===== config.mk =====
export PLATFORM = sky130hd
export DESIGN_NAME = kcell_feeder
export DESIGN_NICKNAME = d
export VERILOG_FILES = /design/src/rtl/kcell_pkg.sv /design/src/rtl/kcell_feeder_lane_skew.sv /design/src/rtl/kcell_feeder.sv
export SDC_FILE = /design/constraint.sdc
export NUM_CORES = 1
export LEC_CHECK = 0
export BUFFER_PORTS_ARGS = -buffer_cell sky130_fd_sc_hd__buf_2
export CAP_MARGIN = 20
export CORE_MARGIN = 10
export CORE_UTILIZATION = 50
export DETAILED_ROUTE_END_ITERATION = 6
export GPL_TIMING_DRIVEN = 1
export PLACE_DENSITY = 0.81
export SLEW_MARGIN = 40
export SYNTH_ARGS = -nofsm -noshare
export SYNTH_HDL_FRONTEND = slang
export SYNTH_SLANG_ARGS = --single-unit

===== constraint.sdc =====
create_clock -name clk -period 4.5 [get_ports clk]
set_input_delay 0.45 -clock clk [delete_from_list [all_inputs] [get_ports clk]]
set_output_delay 0.45 -clock clk [all_outputs]
set_load 0.01 [all_outputs]

===== src/rtl/kcell_pkg.sv =====
// Shared types and constants for the kernel-cell feeder.
// Drain length depends on whether lane skew (KCELL_FEEDER_SKEW_EN) is built in.
package kcell_pkg;

    typedef enum logic [1:0] {
        IDLE   = 2'd0,
        LOAD   = 2'd1,
        STREAM = 2'd2,
        DRAIN  = 2'd3
    } state_t;

    localparam int DEF_DATA_WIDTH = 8;
    localparam int DEF_DIMX       = 3;
    localparam int DEF_DIMY       = 3;
    localparam int DEF_LEN_WIDTH  = 16;

    // Zero cycles needed after the last beat so every kernel column flushes;
    // skewed lanes add DIMY-1 more so the deepest lane also empties.
    function automatic int drain_cycles(input int dimx, input int dimy, input bit skew);
        return skew ? (dimx + dimy - 1) : dimx;
    endfunction

endpackage


===== src/rtl/kcell_feeder_lane_skew.sv =====
// Zero-reset delay line for one activation lane; used only when
// KCELL_FEEDER_SKEW_EN is defined. DEPTH must be at least 1.
module lane_skew #(
    parameter int W     = 8,
    parameter int DEPTH = 1
) (
    input  logic         clk,
    input  logic         reset,
    input  logic [W-1:0] din,
    output logic [W-1:0] dout
);

    logic [DEPTH-1:0][W-1:0] sr;

    always_ff @(posedge clk or negedge reset) begin
        if (!reset) begin
            sr <= '0;
        end else begin
            sr[0] <= din;
            for (int i = 1; i < DEPTH; i++) sr[i] <= sr[i-1];
        end
    end

    assign dout = sr[DEPTH-1];

endmodule


===== src/rtl/kcell_feeder.sv =====
// Feeds a DIMX x DIMY kernel: loads cell weights, then streams activation columns
// followed by a zero drain. Define KCELL_FEEDER_SKEW_EN to stagger lane r by r cycles.
module kcell_feeder
    import kcell_pkg::*;
#(
    parameter int DATA_WIDTH = DEF_DATA_WIDTH,
    parameter int DIMX       = DEF_DIMX,
    parameter int DIMY       = DEF_DIMY,
    parameter int NUM_CELLS  = DIMX * DIMY,
    parameter int LEN_WIDTH  = DEF_LEN_WIDTH
) (
    input  logic                           clk,
    input  logic                           reset,
    input  logic                           start,
    input  logic [LEN_WIDTH-1:0]           cfg_len,
    input  logic                           wgt_in_valid,
    output logic                           wgt_in_ready,
    input  logic [DATA_WIDTH-1:0]          wgt_in,
    input  logic                           act_in_valid,
    output logic                           act_in_ready,
    input  logic [DIMY*DATA_WIDTH-1:0]     act_in,
    output logic [NUM_CELLS*DATA_WIDTH-1:0] wgt_data,
    output logic [NUM_CELLS-1:0]           wgt_load_gbl,
    output logic [DIMY*DATA_WIDTH-1:0]     act_data,
    output logic                           act_valid,
    output logic                           busy,
    output logic                           done
);

`ifdef KCELL_FEEDER_SKEW_EN
    localparam bit SKEW = 1'b1;
`else
    localparam bit SKEW = 1'b0;
`endif
    localparam int DRAIN_CYC = drain_cycles(DIMX, DIMY, SKEW);
    localparam int CW        = (NUM_CELLS > 1) ? $clog2(NUM_CELLS) : 1;
    localparam int DCW       = $clog2(DRAIN_CYC + 1);

    state_t                      state, state_nxt;
    logic [LEN_WIDTH-1:0]        len_q;
    logic [LEN_WIDTH-1:0]        beat_cnt;
    logic [CW-1:0]               wgt_cnt;
    logic [DCW-1:0]              drain_cnt;
    logic [DIMY*DATA_WIDTH-1:0]  act_reg;
    logic                        act_vld_q;

    logic wgt_hs, act_hs, wgt_last, beat_last, drain_last;

    assign wgt_hs     = wgt_in_ready && wgt_in_valid;
    assign act_hs     = act_in_ready && act_in_valid;
    assign wgt_last   = (wgt_cnt == CW'(NUM_CELLS - 1));
    // len_q is never zero in STREAM, so len_q-1 cannot underflow and the count never wraps
    assign beat_last  = (beat_cnt == len_q - LEN_WIDTH'(1));
    assign drain_last = (state == DRAIN) && (drain_cnt == DCW'(DRAIN_CYC - 1));
    assign busy       = (state != IDLE);

    always_ff @(posedge clk or negedge reset) begin
        if (!reset) state <= IDLE;
        else        state <= state_nxt;
    end

    always_comb begin
        state_nxt    = state;
        wgt_in_ready = 1'b0;
        act_in_ready = 1'b0;
        case (state)
            IDLE: if (start) state_nxt = LOAD;
            LOAD: begin
                wgt_in_ready = 1'b1;
                if (wgt_hs && wgt_last)
                    state_nxt = (len_q == '0) ? DRAIN : STREAM;
            end
            STREAM: begin
                act_in_ready = 1'b1;
                if (act_hs && beat_last) state_nxt = DRAIN;
            end
            DRAIN: if (drain_last) state_nxt = IDLE;
            default: state_nxt = IDLE;
        endcase
    end

    always_ff @(posedge clk or negedge reset) begin
        if (!reset) begin
            len_q        <= '0;
            beat_cnt     <= '0;
            wgt_cnt      <= '0;
            drain_cnt    <= '0;
            wgt_data     <= '0;
            wgt_load_gbl <= '0;
            act_reg      <= '0;
            act_vld_q    <= 1'b0;
            done         <= 1'b0;
        end else begin
            wgt_load_gbl <= '0;
            act_reg      <= '0;
            act_vld_q    <= 1'b0;
            done         <= drain_last;

            if (state == IDLE && start) begin
                len_q     <= cfg_len;
                beat_cnt  <= '0;
                wgt_cnt   <= '0;
                drain_cnt <= '0;
            end

            if (wgt_hs) begin
                wgt_data[(NUM_CELLS-1-int'(wgt_cnt))*DATA_WIDTH +: DATA_WIDTH] <= wgt_in;
                wgt_load_gbl[wgt_cnt] <= 1'b1;
                wgt_cnt               <= wgt_cnt + CW'(1);
            end

            if (act_hs) begin
                act_reg   <= act_in;
                act_vld_q <= 1'b1;
                beat_cnt  <= beat_last ? '0 : beat_cnt + LEN_WIDTH'(1);
            end

            if (state == DRAIN)
                drain_cnt <= drain_last ? '0 : drain_cnt + DCW'(1);
        end
    end

`ifdef KCELL_FEEDER_SKEW_EN
    assign act_data[DIMY*DATA_WIDTH-1 -: DATA_WIDTH] = act_reg[DIMY*DATA_WIDTH-1 -: DATA_WIDTH];
    for (genvar r = 1; r < DIMY; r++) begin : g_skew
        lane_skew #(.W(DATA_WIDTH), .DEPTH(r)) u_skew (
            .clk  (clk),
            .reset(reset),
            .din  (act_reg[(DIMY-r)*DATA_WIDTH-1 -: DATA_WIDTH]),
            .dout (act_data[(DIMY-r)*DATA_WIDTH-1 -: DATA_WIDTH])
        );
    end
`else
    assign act_data = act_reg;
`endif
    assign act_valid = act_vld_q;

endmodule


# ---- Word level (Yosys, flattened, before mapping)
# Cells that the tools add are included.
dict set report word_totals {
  regBits 147
  latch_bits 0
  ram_bits 0
  mem_bits_ro 0
  inputBits 53
  output_inout_bits 110
  wordCells 66
  memories 0
}
dict set report classes {
  add_sub_neg 6
  n_mul 0
  div_mod_pow 0
  magnitude_cmp 2
  n_eq_ne 10
  n_shift 2
  mux 22
  bitwise 0
  n_reduce_logical 14
}
# operator count
set ops {}
lappend ops {{72-bit bitwise mux} 1}
lappend ops {{8-bit by 33-bit variable shift with 72-bit output (first input constant)} 1}
lappend ops {{8-bit by 33-bit indexed part select with 72-bit output} 1}
lappend ops {{16-bit two-way mux} 3}
lappend ops {{8-bit negator with 33-bit output} 1}
lappend ops {{24-bit two-way mux} 1}
lappend ops {{16-bit by 1-bit adder with 16-bit output (second input constant)} 1}
lappend ops {{16-bit equality test} 1}
lappend ops {{16-bit logical NOT} 1}
lappend ops {{16-bit by 1-bit subtractor with 16-bit output (second input constant)} 1}
lappend ops {{2-bit two-way mux} 7}
lappend ops {{9-bit two-way mux} 1}
lappend ops {{4-bit two-way mux} 2}
lappend ops {{2-bit != test (second input constant)} 4}
lappend ops {{2-bit one-hot mux with 4 select lines} 1}
lappend ops {{2-bit nonzero test} 4}
lappend ops {{1-bit logical AND} 7}
lappend ops {{2-bit equality test (second input constant)} 3}
lappend ops {{4-bit by 5-bit < comparator with 1-bit output (second input constant)} 1}
lappend ops {{1-bit two-way mux} 5}
lappend ops {{4-bit by 4-bit subtractor with 5-bit output (first input constant)} 1}
lappend ops {{4-bit by 1-bit adder with 4-bit output (second input constant)} 1}
lappend ops {{1-bit demux with 4-bit select} 1}
lappend ops {{4-bit equality test (second input constant)} 1}
lappend ops {{other kinds (5)} 5}

# ---- Depth between registers and ports, before layout
# Gate-level depths: netlist of run 1.
dict set report depth {
  depth_word 6
  mapped_depth 17
  ltp_nobuf 15
}

# ---- Worst setup path after synthesis of run 1
# Ideal clock, no wire load.
dict set report synth_path {
  kind {register to register}
  startpoint {reg wgt_cnt[0]}
  endpoint {reg wgt_data[64]}
  setup_time_ns 0.125
  arrival_time_ns 3.557
  required_time_ns 4.375
  slack_ns 0.818
  stages_incl_launch_ff 16
  n_path_buf 1
  synth_period_minus_slack_ns 3.682
  cell_sequence {dfrtp_1 > buf_2 > inv_1 > ha_1 > nor2b_1 > nand2_1 > o22ai_1 > nand2_1 > ha_1 > nor3_1 > nand4_1 > a211oi_1 > nor4b_2 > nand2_1 > nor3_4 > mux2_2}
}
dict set report synth_between {
  elab_chain_len 4
  word_cells_on_any_way 5
  cone_classes {add/sub (2); shift (2); mux (1)}
}
# item line_no
set synth_rtl {}
lappend synth_rtl {{start: declaration} kcell_feeder.sv:42} ;# logic [CW-1:0] wgt_cnt;
lappend synth_rtl {{start signal: assignment} kcell_feeder.sv:109} ;# wgt_cnt <= wgt_cnt + CW'(1);
lappend synth_rtl {{4-bit by 4-bit subtractor with 5-bit output *} kcell_feeder.sv:107} ;# wgt_data[(NUM_CELLS-1-int'(wgt_cnt))*DATA_WIDTH +: DATA_WIDTH] <= wgt_in;
lappend synth_rtl {{8-bit negator with 33-bit output *} kcell_feeder.sv:107}
lappend synth_rtl {{8-bit by 33-bit indexed part select with 72-bit output or 8-bit by 33-bit variable shift with 72-bit output (tied branches)} kcell_feeder.sv:107}
lappend synth_rtl {{72-bit bitwise mux *} kcell_feeder.sv:107}
lappend synth_rtl {{end signal: indexed assignment} kcell_feeder.sv:107}
lappend synth_rtl {{end: declaration} kcell_feeder.sv:22} ;# output logic [NUM_CELLS*DATA_WIDTH-1:0] wgt_data,
# Mark *: on every way between the ends. The rest lies on a longest branch, timed or not.
# A chain may end at the register's enable or synchronous reset.

# ---- Worst setup path in the final report of run 1
dict set report layout_path {
  startpoint {reg wgt_cnt[1]}
  endpoint {reg wgt_data[29]}
}
# The elaborated chain is that of the path after synthesis.

==> results of run 1 <==
-- power by group through the flow --
stage               Sequential, mW  Clock (mW)  Combinational [mW]
floorplan                     1.83           0                1.05
global placement              1.83           0                1.48
detailed placement            1.84           0                1.55
CTS                           1.82        1.62                1.58
global route                  1.86        1.68                1.75
finish                        1.83        1.60                1.59
-- cell families (layout without fill, tap and decap cells) --
family | after synthesis | count (layout)
AO/OA/AOI/OAI | 71 | 71
buffers and inverters | 37 | 216
XOR/XNOR | 22 | 22
AND/OR/NAND/NOR | 226 | 226
multiplexers | 85 | 85
adder cells (fa/ha/maj) | 17 | 17
other | 0 | 1
flip-flops | 147 | 147
-- worst max-delay path: cells and delay by family (launching register included) --
family	cells	cell delay (ns)
buf+inv	2	0.25
mux	1	0.40
simple gates	8	1.90
flops	1	0.50
fa+ha+maj	2	0.61
compound gates	2	0.49
-- state kept, by name, summed over array words and instances, names as in the netlist --
name,count
wgt_load_gbl,9
len_q,16
act_valid,1
wgt_data,72
wgt_cnt,4
act_data,24
state,2
beat_cnt,16
drain_cnt,2
done,1
-- cells in the final DEF (no fill, tap or decap), types with 3 or more instances in the layout --
cell       synthesis  layout
a211oi_1           3       3
and3_1            33      33
buf_4              6       6
and2_1             9       9
xnor2_1            9       9
nor2_2             5       4
mux2_2            81      81
nor2_1            55      55
nor4_1             3       3
dfrtp_1          147     147
nand3_1           17      17
a21oi_1           19      18
buf_2              5     161
xor2_1            13      13
inv_1             13      13
or2_2              3       3
a22o_1             3       3
o21ai_0           19      19
nor3_1            13      13
ha_1              17      17
bufinv_16          0       6
a31oi_1            8       8
clkinv_2           0       3
clkbuf_16          0      17
nand4_1            4       4
nand2_1           49      49
nand2b_1          19      19
-- through the flow --
step                cell area (sq um)  hold slack [ns]
finish                           8550            0.253
global route                     8550            0.246
CTS                              8460           0.0949
detailed placement               7790            0.470
global placement                 7780            0.457
floorplan                        6840            0.154
-- how the worst max path moves through the flow --
stage | start | to | slack, ns | cells past startpoint
final | wgt_cnt[1] | wgt_data[29] | 0.22 | 15
after global routing | wgt_cnt[1] | wgt_data[29] | -0.03 | 15
after CTS | wgt_cnt[1] | wgt_data[64] | 0.20 | 15
after detailed placement | wgt_cnt[1] | wgt_data[8] | 0.35 | 15
after global placement | wgt_cnt[1] | wgt_data[15] | 0.62 | 15
after floorplan | wgt_cnt[0] | wgt_data[64] | 0.82 | 15
-- layer usage --
layer  part of all wire (%)  routed length (um)  vias to the layer above  track usage (%)
met3                    7.0                1250                       31             6.56
met2                     53                9520                      170             33.9
li1                       -                   -                     2459                -
met5                      0                   0                        -                0
met4                    2.3                 414                        0             6.38
met1                     37                6620                     2628             21.0
-- final cells by class --
class / count / area [sq um]
tap: 176 / 220
multi-input combinational: 421 / 3000
clock buffer: 19 / 443
inverter: 13 / 48.8
clock inverter: 13 / 229
antenna: 1 / 2.50
timing repair buffer: 171 / 923
fill: 998 / 4750
sequential: 147 / 3680
-- repair_timing --
action,in CTS,in global routing
hold buffers,0,1
buffers inserted,0,3
endpoints found under the setup margin,0,64
gates resized for setup,0,2
hold endpoints to repair,0,34
==> run_results.csv, run 1 <==
group,metric,value,unit
yosys,synth_mux_area_share,14.0,%
pwr,cellPowerDensity,587,nW/um^2
critical_path,crit_path_top_delay_cell,"dfrtp_1",
global_routing,antenna_found_initial,1,
critical_path,r2r_cells,15,
routing,wl_per_cell,18.5,um
yosys,synthSimpleGateAreaFrac,17.2,%
placement,place.gp.congestion,0.854,
yosys,ys_warn_count,0,
placement,dp_hpwl,13000,um
pwr,p_comb_share,31.7,%
sta,max_freq,234,MHz
worst_hold_path,min_path_type,"in -> reg",
pwr,p_int,3.30,mW
critical_path,r2r_slack,0.22,ns
yosys,synth.top_cell.area_share,53.8,%
pwr,power,5.02,mW
yosys,synth_edf_count,0,
yosys,synthesis.area,6840,sq um
floorplan,boundaryPins,163,
sta,setup_slack,0.223,ns
routing,drt_iter0_markers,377,
sta,period_minus_slack,4.28,ns
floorplan,start_util,51.4,%
critical_path,r2r_start,"wgt_cnt[1]",
critical_path,path_max_fanout,12,
cells_and_area,area_delta_synth_final,25.0,%
routing,viasPerCell,5.50,
yosys,synth-main-ff-cell,"dfrtp_1",
worst_hold_path,min_to,"len_q[9]",
critical_path,arrival,4.58,ns
global_routing,grt_usage,19.1,%
clock_tree,clkTransAtPathRegs,0.06,ns
cells_and_area,layoutNonFillerInstCount,961,
yosys,netlist-cell-type-count,54,
sta,finalSetupViolCount,0,
routing,ant_nets,0,
sta,tightest_slew,0.759,ns
yosys,post-synth-top-count-cell,"dfrtp_1",
global_routing,grt_pass1_wl,28200,um
clock_tree,h-tree-depth,4,
placement,numPortBuffers,162,
yosys,netlist.top_cell.by_area,"dfrtp_1",
critical_path,startpoint_type,"flop",
status,status,"complete, no violations",
critical_path,path_class,"reg -> reg",
critical_path,r2r-end,"wgt_data[29]",
floorplan,dieArea,18700,sq um
pwr,total_leakage_power,4.51,nW
routing,remaining_drc_errors,0,
yosys,ys_top_cells_by_count,"147 x dfrtp_1, 81 x mux2_2, 55 x nor2_1",
pwr,swShare,34.2,%
yosys,synth_nets,675,
floorplan,core,13300,sq um
yosys,synth_top_family_by_area,"simple AND/OR/NAND/NOR gates",
pwr,pwr-share-seq,36.4,%
global_routing,grt_max_degree,104,
cells_and_area,final_nets,841,
placement,place_inst,923,
clock_tree,cts_root_buffer,"clkbuf_16",
sta,period_share,95.0,%
yosys,synth_compound_area_share,6.61,%
clock_tree,clockBufferDepth,2,
cells_and_area,utilization,64.3,%
sta,hold_viol_final,0,
yosys,synth_seq_cells,147,
run,cap_violations,0,
floorplan,die_h,137,um
routing,vias,5288,
worst_hold_path,min_path_cells,2,
global_routing,grt_pass1_vias,5453,
worst_hold_path,holdCritStartpoint,"cfg_len[9]",
global_routing,overflow,0,
sta,max_slew_margin,49.3,%
critical_path,crit_chain,"inv_1 -> ha_1 -> nor2b_2 -> nand2_1 -> o22ai_1 -> nand2_1 -> inv_1 -> ha_1 -> nor2_1 -> nand4_1 -> a211oi_1 -> nor4b_2 -> nand2b_1 -> nor2_2 -> mux2_2",
yosys,synth.area.top_cells,"dfrtp_1 54%, mux2_2 13%, ha_1 3.1%",
routing,first_pass_iters,5,
critical_path,end_kind,"flop",
yosys,post_synth_xor_area_fraction,2.82,%
yosys,avgSynthCellArea,11.3,sq um
clock_tree,cts_tree,"done",
yosys,synth-adder-area-share,3.11,%
sta,grt_setup_unrepaired,"true",
clock_tree,clock_sinks,147,
sta,setup_tns,0,ns
sta,slew_violations,0,
cells_and_area,drive_gt1_share,38.3,%
yosys,netlist_instances,605,
floorplan,placement_rows,42,
critical_path,required,4.80,ns
critical_path,slowest_delay,0.50,ns
clock_tree,cts-buffers-inserted,17,
yosys,synth_seq_area_share,53.8,%
yosys,async_reset_ff_share,100,%
placement,pre_cts_ws,0.352,ns
clock_tree,insertion_delay,0.42,ns
pwr,power_switching,1.72,mW
routing,routed_wl,17800,um
sta,fin_worst_skew,0.00752,ns
pwr,clkPwrFrac,31.9,%
floorplan,die_w,137,um
pwr,vdd.ir_drop.worst,277,uV
No activity file was read; power rests on OpenSTA's default activity.
==> inputs of run 2 (changes only) <==
--- a/config.mk
+++ b/config.mk
@@ -7,6 +7,7 @@
 export LEC_CHECK = 0
 export BUFFER_PORTS_ARGS = -buffer_cell sky130_fd_sc_hd__buf_2
 export CAP_MARGIN = 20
+export CORE_ASPECT_RATIO = 0.9
 export CORE_MARGIN = 10
 export CORE_UTILIZATION = 50
 export DETAILED_ROUTE_END_ITERATION = 6
@@ -15,4 +16,5 @@
 export SLEW_MARGIN = 40
 export SYNTH_ARGS = -nofsm -noshare
 export SYNTH_HDL_FRONTEND = slang
+export SYNTH_HIERARCHICAL = 1
 export SYNTH_SLANG_ARGS = --single-unit
==> run 2 against run 1 <==
Net effect:
- highest routed layer unchanged
- sequential power hardly changed
- critical endpoint is now wgt_data[38]
- final cell count is 1.0% lower
- cell area is 0.45% lower
==> run_results.csv, run 2 <==
group,metric,value,unit
pwr,total_leakage_power,4.47,nW
sta,period_share,90.1,%
cells_and_area,largest-register,"wgt_data",
pwr,power_switching,1.77,mW
sta,setup_tns,0,ns
cells_and_area,antennaDiodeCount,0,
routing,viasPerCell,5.55,
pwr,p_comb_share,33.2,%
routing,wl_per_cell,18.9,um
global_routing,grt_usage,19.0,%
yosys,synth_top_family_by_area,"simple AND/OR/NAND/NOR gates",
placement,dp_hpwl,13200,um
sta,tightest_slew,0.791,ns
sta,max_freq,247,MHz
clock_tree,clock_sinks,147,
yosys,synth_mux_area_share,14.0,%
yosys,synth-adder-area-share,3.11,%
cells_and_area,drive_gt1_share,38.6,%
routing,vias,5274,
placement,place_inst,915,
pwr,p_int,3.11,mW
worst_hold_path,min_path_type,"in -> reg",
floorplan,boundaryPins,163,
floorplan,dieArea,18800,sq um
clock_tree,cts-buffers-inserted,17,
sta,period_minus_slack,4.06,ns
clock_tree,clockBufferDepth,2,
floorplan,placement_rows,40,
pwr,cellPowerDensity,574,nW/um^2
cells_and_area,final_nets,840,
pwr,clkPwrFrac,29.2,%
floorplan,core,13400,sq um
critical_path,arrival,4.36,ns
critical_path,path_max_fanout,12,
yosys,synth.area.top_cells,"dfrtp_1 54%, mux2_2 13%, ha_1 3.1%",
yosys,synthSimpleGateAreaFrac,17.2,%
yosys,synthesis.area,6840,sq um
yosys,ys_warn_count,6,
critical_path,startpoint_type,"flop",
yosys,synth-main-ff-cell,"dfrtp_1",
placement,place.gp.congestion,0.850,
critical_path,required,4.81,ns
placement,numPortBuffers,162,
routing,routed_wl,18000,um
yosys,synth_nets,675,
sta,grt_setup_unrepaired,"false",
pwr,vdd.ir_drop.worst,319,uV
yosys,async_reset_ff_share,100,%
critical_path,path_class,"reg -> reg",
clock_tree,clkTransAtPathRegs,0.06,ns
cells_and_area,layoutNonFillerInstCount,951,
sta,slew_violations,0,
run,cap_violations,0,
cells_and_area,layout_commonest_cell,"buf_2",
yosys,synth_edf_count,0,
routing,first_pass_iters,5,
status,status,"complete, no violations",
clock_tree,h-tree-depth,4,
routing,ant_nets,0,
pwr,pwr-share-seq,37.6,%
sta,finalSetupViolCount,0,
yosys,netlist.top_cell.by_area,"dfrtp_1",
global_routing,overflow,0,
yosys,netlist_instances,605,
yosys,avgSynthCellArea,11.3,sq um
cells_and_area,area_delta_synth_final,24.5,%
routing,drt_iter0_markers,502,
clock_tree,insertion_delay,0.42,ns
global_routing,grt_pass1_vias,5560,
yosys,post-synth-top-count-cell,"dfrtp_1",
yosys,netlist-cell-type-count,54,
critical_path,end_kind,"flop",
sta,fin_worst_skew,0.00706,ns
yosys,synth.top_cell.area_share,53.8,%
sta,max_slew_margin,46.9,%
cells_and_area,final_cell_mix,"161 x buf_2, 147 x dfrtp_1, 81 x mux2_2",
floorplan,start_util,51.2,%
clock_tree,cts_root_buffer,"clkbuf_16",
sta,hold_viol_final,0,
yosys,post_synth_xor_area_fraction,2.82,%
floorplan,die_h,131,um
global_routing,grt_max_degree,108,
floorplan,die_w,143,um
yosys,synth_seq_cells,147,
global_routing,grt_pass1_wl,28400,um
yosys,synth_compound_area_share,6.61,%
global_routing,antenna_found_initial,0,
clock_tree,cts_tree,"done",
yosys,ys_top_cells_by_count,"147 x dfrtp_1, 81 x mux2_2, 55 x nor2_1",
cells_and_area,largest_reg_flops,72,
yosys,synth_seq_area_share,53.8,%
pwr,swShare,36.2,%
routing,remaining_drc_errors,0,
[run 2: metal layers]
layer | GRT usage (%) | wire length (um) | up-vias
li1 | - | - | 2457
met1 | 22.9 | 7320 | 2626
met2 | 32.6 | 9010 | 165
met3 | 5.70 | 1380 | 26
met4 | 5.34 | 265 | 0
met5 | 0 | 0 | -
[run 2: final cells by class]
cell class	instances	area (sq um)
clock buffers	19	453
clock inverters	13	149
fillers	1081	4860
inverters	13	48.8
multi-input cells	421	3040
flip-flops and latches	147	3680
well taps	168	210
repair buffers	170	928
[run 2: logic make-up (layout without fill, tap and decap cells)]
group                    Yosys count  after routing
XOR/XNOR                          22             22
AO/OA/AOI/OAI                     71             71
adder cells (fa/ha/maj)           17             17
AND/OR/NAND/NOR                  226            226
flip-flops                       147            147
multiplexers                      85             85
buffers and inverters             37            215
[run 2: critical path: stages, from the launching register on]
cell and delay, ns:
dfrtp_1 0.49, inv_1 0.17, ha_1 0.28, nor2b_4 0.25
nand2_1 0.12, o22ai_1 0.20, nand2_1 0.12, inv_1 0.08
ha_1 0.34, nor2_1 0.15, nand4_1 0.11, a211oi_1 0.33
nor4b_4 0.32, nand2b_2 0.24, nor3_4 0.26, buf_12 0.15
mux2_2 0.33
[run 2: what timing repair did]
| action | 4_1_cts | 5_1_grt |
|---|---|---|
| gates resized for setup | 0 | 10 |
| setup endpoints to repair | 0 | 64 |
| endpoints found under the hold margin | 0 | 30 |
| hold buffers | 0 | 1 |
| buffers inserted | 0 | 2 |
[run 2: power groups by stage]
stage	registers (mW)	clock network, mW	logic (mW)
2_1_floorplan	1.83	0	1.05
3_3_place_gp	1.83	0	1.48
3_5_place_dp	1.85	0	1.55
4_1_cts	1.83	1.44	1.57
5_1_grt	1.87	1.51	1.79
6_report	1.84	1.42	1.62
[run 2: metrics by stage]
stage / hold slack, ns / cell area, sq um / worst slack [ns] / utilization [%] / total power [mW]
6_report: 0.262 / 8510 / 0.444 / 63.7 / 4.88
3_3_place_gp: 0.455 / 7770 / 0.626 / 58.2 / 3.32
5_1_grt: 0.252 / 8510 / 0.00782 / 63.7 / 5.17
2_1_floorplan: 0.154 / 6840 / 0.818 / - / 2.88
4_1_cts: 0.111 / 8380 / 0.242 / 62.7 / 4.84
3_5_place_dp: 0.473 / 7780 / 0.259 / 58.2 / 3.40
[run 2: final timing paths]
| check | start | depth (start not counted) | end | slack (ns) |
|---|---|---|---|---|
| worst max-delay path | wgt_cnt[1] | 16 | wgt_data[38] | 0.44 |
| min in group asynchronous | reset | 2 | beat_cnt[0] | 0.48 |
| worst max register to register | wgt_cnt[1] | 16 | wgt_data[38] | 0.44 |
| worst min register to register | wgt_data[6] | 2 | wgt_data[6] | 0.48 |
| worst min-delay path | cfg_len[10] | 2 | len_q[10] | 0.26 |
| max in group asynchronous | reset | 3 | wgt_data[1] | 3.25 |
==> inputs of run 3 (changes only) <==
==> constraint.sdc (replaced) <==
create_clock -name clk -period 4.1 [get_ports clk]
set_input_delay 0.41 -clock clk [delete_from_list [all_inputs] [get_ports clk]]
set_output_delay 0.41 -clock clk [all_outputs]
set_load 0.01 [all_outputs]
==> run 3 against run 2 <==
Net effect:
- wire length down 2.2%
- count of clock-buffer cells in the layout up 1
- non-clock buffer count up 1
- first-iteration DRC count down 33%
- critical path depth down 1
- register-to-register slack worse by 0.20 ns
- clock power up 4%
- worst hold slack worse by 0.22 ns
- cell area down 0.34%
- global-route usage down 0.32 points
- sequential share of layout area up 0.16 points
- highest routed layer unchanged
==> run_results.csv, run 3 (same netlist as run 2, synthesis figures left out) <==
group,metric,value,unit
status,status,"complete, no violations",
routing,remaining_drc_errors,0,
cells_and_area,final_cell_mix,"161 x buf_2, 146 x dfrtp_1, 81 x mux2_2",
sta,fin_worst_skew,0.0124,ns
clock_tree,clock_sinks,147,
critical_path,r2r_start,"wgt_cnt[1]",
floorplan,die_h,131,um
floorplan,core,13400,sq um
critical_path,r2r_cells,15,
clock_tree,clockBufferDepth,2,
routing,wl_per_cell,18.5,um
floorplan,placement_rows,40,
sta,hold_viol_final,0,
routing,vias,5199,
global_routing,grt_pass1_wl,27900,um
routing,viasPerCell,5.48,
sta,period_share,94.1,%
clock_tree,cts-buffers-inserted,17,
sta,finalSetupViolCount,0,
routing,first_pass_iters,5,
global_routing,antenna_found_initial,0,
global_routing,grt_usage,18.7,%
clock_tree,cts_root_buffer,"clkbuf_16",
global_routing,grt_pass1_vias,5414,
sta,max_slew_margin,46.6,%
cells_and_area,area_delta_synth_final,24.0,%
critical_path,path_class,"reg -> reg",
floorplan,dieArea,18800,sq um
floorplan,boundaryPins,163,
cells_and_area,drive_gt1_share,38.9,%
clock_tree,insertion_delay,0.42,ns
routing,routed_wl,17600,um
sta,setup_slack,0.244,ns
cells_and_area,largest-register,"wgt_data",
cells_and_area,layout_commonest_cell,"buf_2",
cells_and_area,antennaDiodeCount,0,
pwr,cellPowerDensity,621,nW/um^2
critical_path,end_kind,"flop",
placement,dp_hpwl,13300,um
cells_and_area,largest_reg_flops,72,
global_routing,grt_max_degree,92,
sta,period_minus_slack,3.86,ns
pwr,vdd.ir_drop.worst,367,uV
sta,tightest_slew,0.798,ns
critical_path,r2r_slack,0.24,ns
floorplan,start_util,51.2,%
run,cap_violations,0,
critical_path,r2r-end,"wgt_data[33]",
cells_and_area,final_nets,841,
global_routing,overflow,0,
critical_path,startpoint_type,"flop",
sta,slew_violations,0,
placement,pre_cts_ws,-0.00163,ns
routing,drt_iter0_markers,336,
clock_tree,h-tree-depth,4,
worst_hold_path,min_path_type,"in -> async",
placement,place.gp.congestion,0.852,
placement,numPortBuffers,162,
critical_path,arrival,4.16,ns
critical_path,required,4.40,ns
critical_path,path_max_fanout,11,
routing,ant_nets,0,
clock_tree,cts_tree,"done",
cells_and_area,utilization,63.4,%
floorplan,die_w,143,um
pwr,total_leakage_power,4.46,nW
clock_tree,clkTransAtPathRegs,0.06,ns
sta,max_freq,259,MHz
[run 3: changes by cell type in the layout (fill, tap and decap cells not counted), sizes merged]
cell	before	now
buf	169	170
dlygate4sd3	1	0
clkbuf	19	21
inv	16	14
clkinvlp	5	2
clkinv	3	4
[run 3: through the flow]
step	std cells	total power [mW]	hold WS, ns	instance area (sq um)	setup TNS, ns
floorplan	605	3.16	0.114	6840	0
global route	949	5.59	0.117	8480	-0.135
global placement	917	3.64	0.456	7790	0
detailed placement	917	3.74	0.471	7790	-0.00246
finish	949	5.26	0.0431	8480	0
CTS	947	5.25	0.101	8390	0
[run 3: where the power goes]
group | switching (mW) | internal [mW] | leakage [nW] | total, mW
clock | 0.566 | 0.916 | 0.274 | 1.48
sequential | 0.281 | 1.73 | 1.99 | 2.01
combinational | 1.02 | 0.750 | 2.20 | 1.77
[run 3: how the worst max path moves through the flow]
stage / from / end / slack [ns] / depth (start not counted)
6_report: wgt_cnt[1] / wgt_data[33] / 0.24 / 15
5_1_grt: wgt_cnt[1] / wgt_data[39] / -0.02 / 15
4_1_cts: wgt_cnt[1] / wgt_data[38] / 0.07 / 14
3_5_place_dp: wgt_cnt[1] / wgt_data[71] / -0.002 / 14
3_3_place_gp: wgt_cnt[1] / wgt_data[33] / 0.27 / 14
2_1_floorplan: wgt_cnt[0] / wgt_data[64] / 0.42 / 15
[run 3: metal layers]
layer / GRT usage [%] / wire length [um]
met1: 23.2 / 7490
met5: 0 / 0
met4: 6.06 / 213
met2: 31.2 / 8740
met3: 5.12 / 1150
[run 3: repair_timing]
item | in CTS | in global routing
gates resized for setup | 4 | 9
endpoints found under the setup margin | 19 | 64
hold buffers | 0 | 0
pin swaps | 1 | 2
buffers inserted | 1 | 2
gates cloned | 0 | 0
[run 3: cell type report]
cell class,instances,area [sq um]
Timing Repair Buffer,171,925
Fill cell,1024,4880
Multi-Input combinational cell,421,3050
Tap cell,168,210
Clock inverter,9,108
Clock buffer,20,457
Inverter,13,48.8
Sequential cell,147,3680
[run 3: critical path, stage by stage, from the launching register on]
cell and delay (ns):
dfrtp_2 0.47, inv_1 0.14, ha_2 0.25, nor2b_4 0.21
nand2_1 0.11, o22ai_1 0.21, nand2_1 0.10, ha_1 0.30
nor3_1 0.21, nand4_1 0.15, a211oi_2 0.31, nor4b_4 0.31
nand2b_2 0.22, nor3_4 0.27, buf_12 0.16, mux2_2 0.33
